--- config.mk ---
export PLATFORM = sky130hd
export DESIGN_NAME = cruise_speed_regulator
export DESIGN_NICKNAME = d
export VERILOG_FILES = /design/src/rtl/cruise_pkg.sv /design/src/rtl/btn_edge.sv /design/src/rtl/cruise_speed_regulator.sv
export SDC_FILE = /design/constraint.sdc
export NUM_CORES = 1
export LEC_CHECK = 0
export ABC_AREA = 1
export ABC_CLOCK_PERIOD_IN_PS = 1700
export CORE_MARGIN = 2
export CORE_UTILIZATION = 35
export DETAILED_ROUTE_END_ITERATION = 10
export PLACE_DENSITY = 0.68
export SYNTH_ARGS = -nofsm -noshare
export SYNTH_HDL_FRONTEND = slang
export SYNTH_HIERARCHICAL = 1
export SYNTH_SLANG_ARGS = --single-unit
--- constraint.sdc ---
create_clock -name clk -period 1.7 [get_ports clk]
set_input_delay 0.34 -clock clk [delete_from_list [all_inputs] [get_ports clk]]
set_output_delay 0.34 -clock clk [all_outputs]
set_load 0.01 [all_outputs]
--- src/rtl/cruise_pkg.sv ---
// Shared definitions for the cruise-control regulator: state encodings, speed width, default limits.
package cruise_pkg;

    localparam int SPEED_W = 8;

    localparam logic [SPEED_W-1:0] DEF_MIN_SPEED   = 8'd30;
    localparam logic [SPEED_W-1:0] DEF_MAX_SPEED   = 8'd200;
    localparam int                 DEF_STEP_CYCLES = 16;

    typedef enum logic [1:0] {
        OFF     = 2'd0,
        STANDBY = 2'd1,
        HOLD    = 2'd2,
        ADJUST  = 2'd3
    } cruise_state_t;

endpackage

--- src/rtl/btn_edge.sv ---
// One-flop rising-edge detector for a driver button; a held button produces a single pulse.
module btn_edge (
    input  logic clk,
    input  logic rst_n,
    input  logic btn,
    output logic rise
);

    logic prev;

    always_ff @(posedge clk or negedge rst_n) begin
        if (!rst_n) prev <= 1'b0;
        else        prev <= btn;
    end

    assign rise = btn & ~prev;

endmodule

--- src/rtl/cruise_speed_regulator.sv ---
// Cruise target owner and throttle command generator driven by the external speed comparator.
// Optional feature: define CRUISE_RESUME_EN to enable resume of a stored target after braking.
module cruise_speed_regulator
    import cruise_pkg::*;
#(
    parameter int MIN_SPEED   = DEF_MIN_SPEED,
    parameter int MAX_SPEED   = DEF_MAX_SPEED,
    parameter int STEP_CYCLES = DEF_STEP_CYCLES
) (
    input  logic                clk,
    input  logic                rst_n,
    input  logic                cruise_on,
    input  logic                set_btn,
    input  logic                resume_btn,
    input  logic                accel_btn,
    input  logic                decel_btn,
    input  logic                brake,
    input  logic [SPEED_W-1:0]  speed,
    input  logic                G,
    input  logic                Eq,
    input  logic                L,
    output logic [SPEED_W-1:0]  target,
    output logic                throttle_up,
    output logic                throttle_down,
    output logic                engaged,
    output logic [1:0]          state
);

    localparam logic [SPEED_W-1:0] MIN_S    = SPEED_W'(MIN_SPEED);
    localparam logic [SPEED_W-1:0] MAX_S    = SPEED_W'(MAX_SPEED);
    localparam int                 CNT_W    = (STEP_CYCLES > 2) ? $clog2(STEP_CYCLES) : 1;
    localparam logic [CNT_W-1:0]   CNT_LAST = CNT_W'(STEP_CYCLES - 1);

    cruise_state_t      cur_state, next_state;
    logic [SPEED_W-1:0] next_target, step_up_val, step_dn_val;
    logic               target_valid, next_valid;
    logic [CNT_W-1:0]   step_cnt, next_cnt;
    logic               step_up, next_dir;
    logic               set_rise, resume_rise, in_range, one_btn, next_eng;

    btn_edge u_set_edge (
        .clk   (clk),
        .rst_n (rst_n),
        .btn   (set_btn),
        .rise  (set_rise)
    );

`ifdef CRUISE_RESUME_EN
    btn_edge u_resume_edge (
        .clk   (clk),
        .rst_n (rst_n),
        .btn   (resume_btn),
        .rise  (resume_rise)
    );
`else
    logic unused_cfg;
    assign resume_rise = 1'b0;
    assign unused_cfg  = resume_btn ^ resume_rise;
`endif

    assign in_range    = (speed >= MIN_S) && (speed <= MAX_S);
    assign one_btn     = accel_btn ^ decel_btn;
    assign step_up_val = (target < MAX_S) ? target + 1'b1 : MAX_S;
    assign step_dn_val = (target > MIN_S) ? target - 1'b1 : MIN_S;

    always_comb begin
        next_state  = cur_state;
        next_target = target;
        next_valid  = target_valid;
        next_cnt    = step_cnt;
        next_dir    = step_up;
        if (!cruise_on) begin
            next_state  = OFF;
            next_target = '0;
            next_valid  = 1'b0;
            next_cnt    = '0;
        end else begin
            case (cur_state)
                OFF: next_state = STANDBY;
                STANDBY: begin
                    if (brake) begin
                        next_state = STANDBY;
                    end else if (set_rise && in_range) begin
                        next_state  = HOLD;
                        next_target = speed;
                        next_valid  = 1'b1;
                    end else if (resume_rise && target_valid) begin
                        next_state = HOLD;
                    end
                end
                HOLD, ADJUST: begin
                    if (brake) begin
                        next_state = STANDBY;
                        next_cnt   = '0;
`ifndef CRUISE_RESUME_EN
                        // Without resume there is nothing to return to, so braking forgets the target.
                        next_target = '0;
                        next_valid  = 1'b0;
`endif
                    end else if (cur_state == HOLD) begin
                        if (set_rise && in_range) begin
                            next_target = speed;
                            next_valid  = 1'b1;
                        end else if (one_btn) begin
                            next_state  = ADJUST;
                            next_cnt    = '0;
                            next_dir    = accel_btn;
                            next_target = accel_btn ? step_up_val : step_dn_val;
                        end
                    end else if (!one_btn || (accel_btn != step_up)) begin
                        next_state = HOLD;
                        next_cnt   = '0;
                    end else if (step_cnt == CNT_LAST) begin
                        // Repeat step; the counter keeps cycling even when the target is saturated.
                        next_cnt    = '0;
                        next_target = step_up ? step_up_val : step_dn_val;
                    end else begin
                        next_cnt = step_cnt + 1'b1;
                    end
                end
                default: next_state = OFF;
            endcase
        end
    end

    assign next_eng = (next_state == HOLD) || (next_state == ADJUST);

    // Throttle follows the comparator only while engaged and only for a clean one-hot result.
    always_ff @(posedge clk or negedge rst_n) begin
        if (!rst_n) begin
            cur_state     <= OFF;
            target        <= '0;
            target_valid  <= 1'b0;
            step_cnt      <= '0;
            step_up       <= 1'b0;
            engaged       <= 1'b0;
            throttle_up   <= 1'b0;
            throttle_down <= 1'b0;
        end else begin
            cur_state     <= next_state;
            target        <= next_target;
            target_valid  <= next_valid;
            step_cnt      <= next_cnt;
            step_up       <= next_dir;
            engaged       <= next_eng;
            throttle_up   <= next_eng & L & ~G & ~Eq;
            throttle_down <= next_eng & G & ~Eq & ~L;
        end
    end

    assign state = cur_state;

endmodule

==> results of run 1 <==
## area by class of cell
| class | count | area [um^2] | area share |
|---|---|---|---|
| clock inverter | 1 | 7.51 | 0.00248 |
| sequential | 19 | 484 | 0.160 |
| multi-input combinational | 252 | 1440 | 0.476 |
| tap | 70 | 87.6 | 0.0289 |
| clock buffer | 3 | 41.3 | 0.0136 |
| inverter | 41 | 160 | 0.0529 |
| timing repair buffer | 86 | 806 | 0.266 |
## metrics by stage
stage               setup slack [ns]  hold slack, ns  instances
floorplan                     0.0868          0.0444        316
global placement              -0.292           0.504        449
detailed placement            -0.308           0.538        449
CTS                         0.000434           0.408        455
global route                  -0.104           0.332        472
finish                        0.0452           0.316        472
## cells by family after synthesis
kind of cell,after synthesis,synth area share
xor+xnor,1,0.00468
buf+inv,46,0.101
compound gates,27,0.0856
fa+ha+maj,3,0.0201
simple gates,220,0.534
flops,19,0.254
## worst max-delay path, cell delays in order (launching register included)
cell             delay, ns
dfrtp_1               0.40
buf_4                 0.13
clkdlybuf4s50_1       0.52
## where the power goes
group          leakage (nW)  total (W)  switching, W  internal [W]
registers             0.238   0.000518     0.0000389      0.000479
logic                  1.38   0.000770      0.000405      0.000365
clock network        0.0217   0.000338      0.000172      0.000166
## registers in the layout, summed over array words and instances, names as in the netlist
signal and cells:
target 8, throttle_down 1, u_set_edge/prev 1, throttle_up 1
state 2, step_cnt 4, step_up 1, engaged 1
## cell usage after synthesis, drive strengths merged
| master | count |
|---|---|
| a21oi | 5 |
| nand4 | 8 |
| buf | 4 |
| o21bai | 2 |
| nor4 | 1 |
| nand2 | 136 |
| xnor2 | 1 |
| inv | 39 |
| or2 | 1 |
| o21a | 1 |
| nor3 | 1 |
| o21ai | 15 |
| o211ai | 1 |
| nand3 | 38 |
| o31ai | 1 |
| ha | 3 |
| a31oi | 1 |
| clkinv | 2 |
| a21boi | 1 |
| dfrtp | 19 |
| clkbuf | 1 |
| nor2 | 35 |
## routing by layer
metal  global-route usage  vias up  wire [um]
met2                0.301       76       2820
met5                    0        -          0
met1                0.222     1062       2380
met4                0.100        0        274
li1                     -     1176          -
met3               0.0247       26        287
## worst paths after layout
check | startpoint | cells past startpoint | slack, ns | to
setup / recovery | target[0]$_DFFE_PN0P_ | 2 | 0.05 | target[0]
hold / removal | set_btn | 2 | 0.32 | u_set_edge/prev$_DFF_PN0_
setup reg to reg | target[3]$_DFFE_PN0P_ | 11 | 0.05 | target[2]$_DFFE_PN0P_
hold reg to reg | step_cnt[1]$_DFFE_PN0P_ | 2 | 0.55 | step_cnt[1]$_DFFE_PN0P_
max in group asynchronous | rst_n | 2 | 1.07 | state[1]$_DFF_PN0_
min in group asynchronous | rst_n | 2 | 0.40 | step_cnt[1]$_DFFE_PN0P_
## timing repair
| item | CTS | global route |
|---|---|---|
| pin swaps | 4 | 40 |
| resized for setup | 5 | 86 |
| setup buffers | 2 | 17 |
| endpoints found under the setup margin | 11 | 16 |
| endpoints found under the hold margin | 0 | 0 |
| cloned | 0 | 1 |
==> key figures, run 1 <==
Cells and area
  – Commonest non-fill, non-tap cell in the layout: nand2_1
  – Fill cells: about 500
  – Final core utilization: 0.589
  – Fin nets: roughly 430
  – Layout cells sized above 1: 0.358
  – Area grow syn2layout: 61.9%
  – Commonest cells after routing, fill and taps aside: nand2_1, buf_4, nand3_1
  – Final instance area: 3030 um^2
  – ANT cells: 0

Routing
  – Vias per cell: 4.96
  – Antenna Nets Post-Route: 0
  – DR iter-0 viols: approximately 130
  – WL per Instance: about 12 um
  – Detailed Route WL: about 5800 um
  – Via count: 2340
  – Drt pass-1 iters: 4
  – Residual DRC count: 0

STA
  – Tcrit/Tclk final: 0.973
  – Setup_tns: 0 ns
  – Fin. max-slew vios: 0
  – RSZ-0062 raised after global routing: yes
  – Endpoints failing setup: 0
  – Worst-Margin Slew: 0.281 ns
  – Worst Skew: 0.00982 ns
  – Final hold vios: 0
  – Fin crit period: 1.65 ns
  – Relative slew slack: 0.812
  – Fmax: 604 MHz

Global routing
  – Total gr overflow: 0
  – Number of global-route vias before repair: 2119
  – GR Util All Layers: 0.180
  – Largest net degree at the start of global routing: 20
  – First-pass GRT wire length: 8810 um
  – Initial antenna violation count: 0

Worst hold path
  – Min-delay worst type: primary input to flop

Clock network
  – Clock-pin slew on the worst setup and hold paths: 0.08 ns
  – Maximum clock path buffer count: 2
  – Clock sinks: 19
  – Total CTS buffers: 3
  – CTS Hold Bufs: 0
  – CTS tree: done
  – Worst skew pair latency: 0.27 ns
  – H-Tree Level Count: 1
  – CTS Root Cell: clkbuf_8

Synth
  – Yosys reg bits: 19
  – Top cell type's share of synthesized area: 0.254
  – Cell Area, Synth: 1870 um^2
  – Synth warn: 6
  – Ranking of synthesized cells by area: dfrtp_1, nand2_1, nand3_1
  – Synth Instances: 316
  – Area leader, netlist: dfrtp_1
  – Syn nets: 338
  – Syn avg cell area: 5.92 um^2
  – Synth cell types: 31
  – Sequential area share after synthesis: 0.254

Power and ir drop
  – PnR Total Power: about 0.0016 W
  – Pwr Density: 537 nW/um^2
  – Max VDD drop: between 0.4 and 0.5 mV
  – Pleak: 1.64 nW

Flow run
  – Max Cap Violations: 0

Setup path
  – CP Data Arrival Time: 1.31 ns
  – Setup CP Type: flop to output port
  – CP Capture Type: output port
  – Critical Path Source Type: flop
  – WP data required: approximately 1.4 ns
  – Largest fanout on the critical path: 3

Place
  – HPWL Detailed: 4030 um
  – Cell Area, Placed: 2520 um^2
  – IO buf count: 30
  – Gpl congestion: 0.867

Floorplan
  – Die W: between 70 and 80 um
  – Initial Util: 0.364
  – Site row count: 26
  – Die Ht: 77.1 um
  – Die area: 5950 um^2
  – I/O pin count: 32
  – CORE AREA: 5140 um^2

Run status
  – Status: finished, final reports clean
Note: power is estimated with default switching activity, not from simulation.
==> inputs of run 2 (changes only) <==
- CORE_UTILIZATION: 35 -> 45
- PLACE_DENSITY: 0.68 -> 0.81
==> run 2 against run 1 <==
- combinational power decreased by 13%
- power decreased by 6.4%
- count of clock-buffer cells in the layout unchanged
- cell count decreased by 6.1%
- sequential share of layout area increased by 1.4 points
- critical path depth increased by 13
- sequential power decreased by 1%
- utilization increased by 10 points
- clock skew decreased by 0.0036 ns
- first-iteration DRC count increased by 16%
- maximum frequency decreased by 0.44%
- clock power about the same
==> key figures, run 2 (synthesis results as in run 1) <==
Run status
  – Status: finished, final reports clean

Global routing
  – GR Util All Layers: 0.250 (+0.0705)
  – Number of global-route vias before repair: 2078 (-1.9%)
  – Initial antenna violation count: 0 (unchanged)
  – Largest net degree at the start of global routing: 20 (unchanged)
  – Total gr overflow: 0 (unchanged)
  – First-pass GRT wire length: 8930 um (+1.3%)

Setup path
  – Reg2Reg Launch Point: target[0]$_DFFE_PN0P_
  – Worst setup path start: target[0]$_DFFE_PN0P_
  – Critical-path cell list: inv_2 > ha_4 > inv_2 > nor2_4 > nand3_1 > nand2_1 > nand2_1 > nand3_1 > nand3_1 > nand2_1 > clkinv_1 > nand2_1 > nand2_1 > nand2_2 > nand2_1
  – CP Capture Type: flop
  – CP max-delay cell: dfrtp_1
  – CP bufs+invs: 3 (+1)
  – R2R setup slack: 0.04 ns (about the same)
  – Setup CP Type: flop to flop
  – Most frequent CP cell: nand2_1
  – Worst path max stage delay: 0.43 ns (-0.09 ns)
  – WP data required: 1.86 ns (+0.50 ns)
  – Critical Path Source Type: flop
  – Cells on worst reg2reg path: 15 (+4)
  – Reg2Reg Capture Point: target[6]$_DFFE_PN0P_
  – Top delay family on crit path: simple AND/OR/NAND/NOR gates
  – Largest fanout on the critical path: 3 (unchanged)
  – CP Data Arrival Time: 1.82 ns (+0.51 ns)

Clock network
  – CTS Root Cell: clkbuf_8
  – H-Tree Level Count: 1 (unchanged)
  – CTS Hold Bufs: 0 (unchanged)
  – Maximum clock path buffer count: 2 (unchanged)
  – Worst skew pair latency: 0.27 ns (about the same)
  – Clock-pin slew on the worst setup and hold paths: 0.08 ns (about the same)
  – Total CTS buffers: 3 (unchanged)
  – Clock sinks: 19 (unchanged)
  – CTS tree: done

Routing
  – Vias per cell: 5.24 (+5.6%)
  – Drt pass-1 iters: 4 (unchanged)
  – Antenna Nets Post-Route: 0 (unchanged)
  – Residual DRC count: 0 (unchanged)
  – Detailed Route WL: 5510 um (-4.4%)
  – WL per Instance: 12.4 um (+1.9%)
  – Via count: 2320 (-0.85%)
  – DR iter-0 viols: 149 (+16%)

Floorplan
  – Site row count: 23 (-12%)
  – CORE AREA: 4000 um^2 (-22%)
  – Die Ht: 68.5 um (-11%)
  – Die area: 4690 um^2 (-21%)
  – Die W: 68.5 um (-11%)
  – Initial Util: 0.468 (+0.104)
  – I/O pin count: 32 (unchanged)

Cells and area
  – Biggest register: target
  – ANT cells: 0 (unchanged)
  – Commonest cells after routing, fill and taps aside: nand2_1, buf_4, nand3_1
  – Fill cells: 346 (-30%)
  – Final instance area: 2760 um^2 (-8.8%)
  – Area grow syn2layout: 47.6%
  – Non-filler cells, final: 443 (-6.1%)
  – Largest register FFs: 8 (unchanged)
  – FF+latch area: 480 um^2 (-0.78%)
  – Fin nets: 416 (-2.1%)
  – Layout cells sized above 1: 0.275 (-0.0834)
  – Commonest non-fill, non-tap cell in the layout: nand2_1
  – Multi-input gate area: 1300 um^2 (-9.5%)

STA
  – PnR worst setup slack: 0.0378 ns (-0.00736 ns)
  – Fin. max-slew vios: 0 (unchanged)
  – Final hold vios: 0 (unchanged)
  – RSZ-0062 raised after global routing: yes
  – Relative slew slack: 0.829 (+0.0172)
  – Fmax: 602 MHz (-0.44%)
  – Tcrit/Tclk final: 0.978 (+0.00433)
  – Endpoints failing setup: 0 (unchanged)
  – Worst-Margin Slew: 0.257 ns (-0.0239 ns)
  – Worst Skew: 0.00626 ns (-0.00356 ns)
  – Fin crit period: 1.66 ns (+0.00736 ns)

Power and ir drop
  – Switching share of power: 0.373 (-0.00567)
  – Max VDD drop: 0.371 mV (-15%)
  – Reg power frac: 0.337 (+0.019)
  – Comb pwr share: 0.440 (-0.034)
  – NetSw: 0.000568 W (-7.8%)
  – Pleak: 1.52 nW (-7.5%)
  – Power share of the clock group: 0.223 (+0.015)
  – P_int: 0.000954 W (-5.6%)
  – Pwr Density: 551 nW/um^2 (+2.7%)

Flow run
  – Max Cap Violations: 0 (unchanged)

Place
  – HPWL Detailed: 3930 um (-2.6%)
  – Cell Area, Placed: 2500 um^2 (-0.99%)
  – Gpl congestion: 0.939 (+8.4%)
  – IO buf count: 30 (unchanged)
  – Dpl cells: 429 (-4.5%)
  – Place WS: -0.321 ns (-0.0126 ns)

Worst hold path
  – Hold Crit Depth: 1 (-1)
  – Min-Delay Endpoint: u_set_edge/prev$_DFF_PN0_
  – Min-delay worst type: primary input to flop
  – Hold path start: set_btn
## run 2: changes by cell type in the layout (fill, tap and decap cells not counted), moves of 5 or more
cell     change
nor2_1       +5
nand3_1      +9
nand3_2      -9
buf_4        -6
nand2_1      +6
## run 2: layer usage
layer  part of all wire  global-route usage
met1               0.41               0.307
met2               0.53               0.458
met3              0.036              0.0263
met4              0.022              0.0675
met5                  0                   0
## run 2: per-stage QoR
stage,hold WS [ns],total power (W),utilization,TNS (ns)
2_1_floorplan,0.0444,0.000842,-,0
3_3_place_gp,0.504,0.00108,0.624,-3.68
3_5_place_dp,0.521,0.00109,0.624,-4.15
4_1_cts,0.338,0.00143,0.642,-0.00211
5_1_grt,0.343,0.00162,0.690,-0.435
6_report,0.332,0.00152,0.690,0
## run 2: final cells by class
type	instances	area share
multi-input combinational	251	0.472
timing repair buffer	78	0.257
sequential	19	0.174
inverter	41	0.0558
tap	50	0.0227
clock buffer	3	0.0150
clock inverter	1	0.00272
## run 2: worst register-to-register path, delay by kind of cell (launching register included)
kind / cells / cell delay, ns
AND/OR/NAND/NOR: 11 / 0.77
flip-flops: 1 / 0.43
adder cells (fa/ha/maj): 1 / 0.15
buffers and inverters: 3 / 0.22
## run 2: power groups by stage
stage	Sequential, W	Combinational [W]	Clock (W)
after global routing	0.000517	0.000738	0.000369
after global placement	0.000520	0.000561	0
after CTS	0.000513	0.000581	0.000340
after floorplan	0.000520	0.000323	0
after detailed placement	0.000521	0.000572	0
final	0.000513	0.000670	0.000339
## run 2: timing repair
action,CTS,global route
pin swaps,5,18
setup buffers,2,8
gates resized for setup,11,43
setup endpoints to repair,11,17
## run 2: worst max path at each step
stage          cells past startpoint                     to  slack (ns)
2_1_floorplan                     15  target[6]$_DFFE_PN0P_        0.09
3_3_place_gp                      12  target[2]$_DFFE_PN0P_       -0.28
3_5_place_dp                      12  target[7]$_DFFE_PN0P_       -0.32
4_1_cts                           12    step_up$_DFFE_PN0P_      -0.002
5_1_grt                           15  target[6]$_DFFE_PN0P_       -0.13
6_report                          15  target[6]$_DFFE_PN0P_        0.04
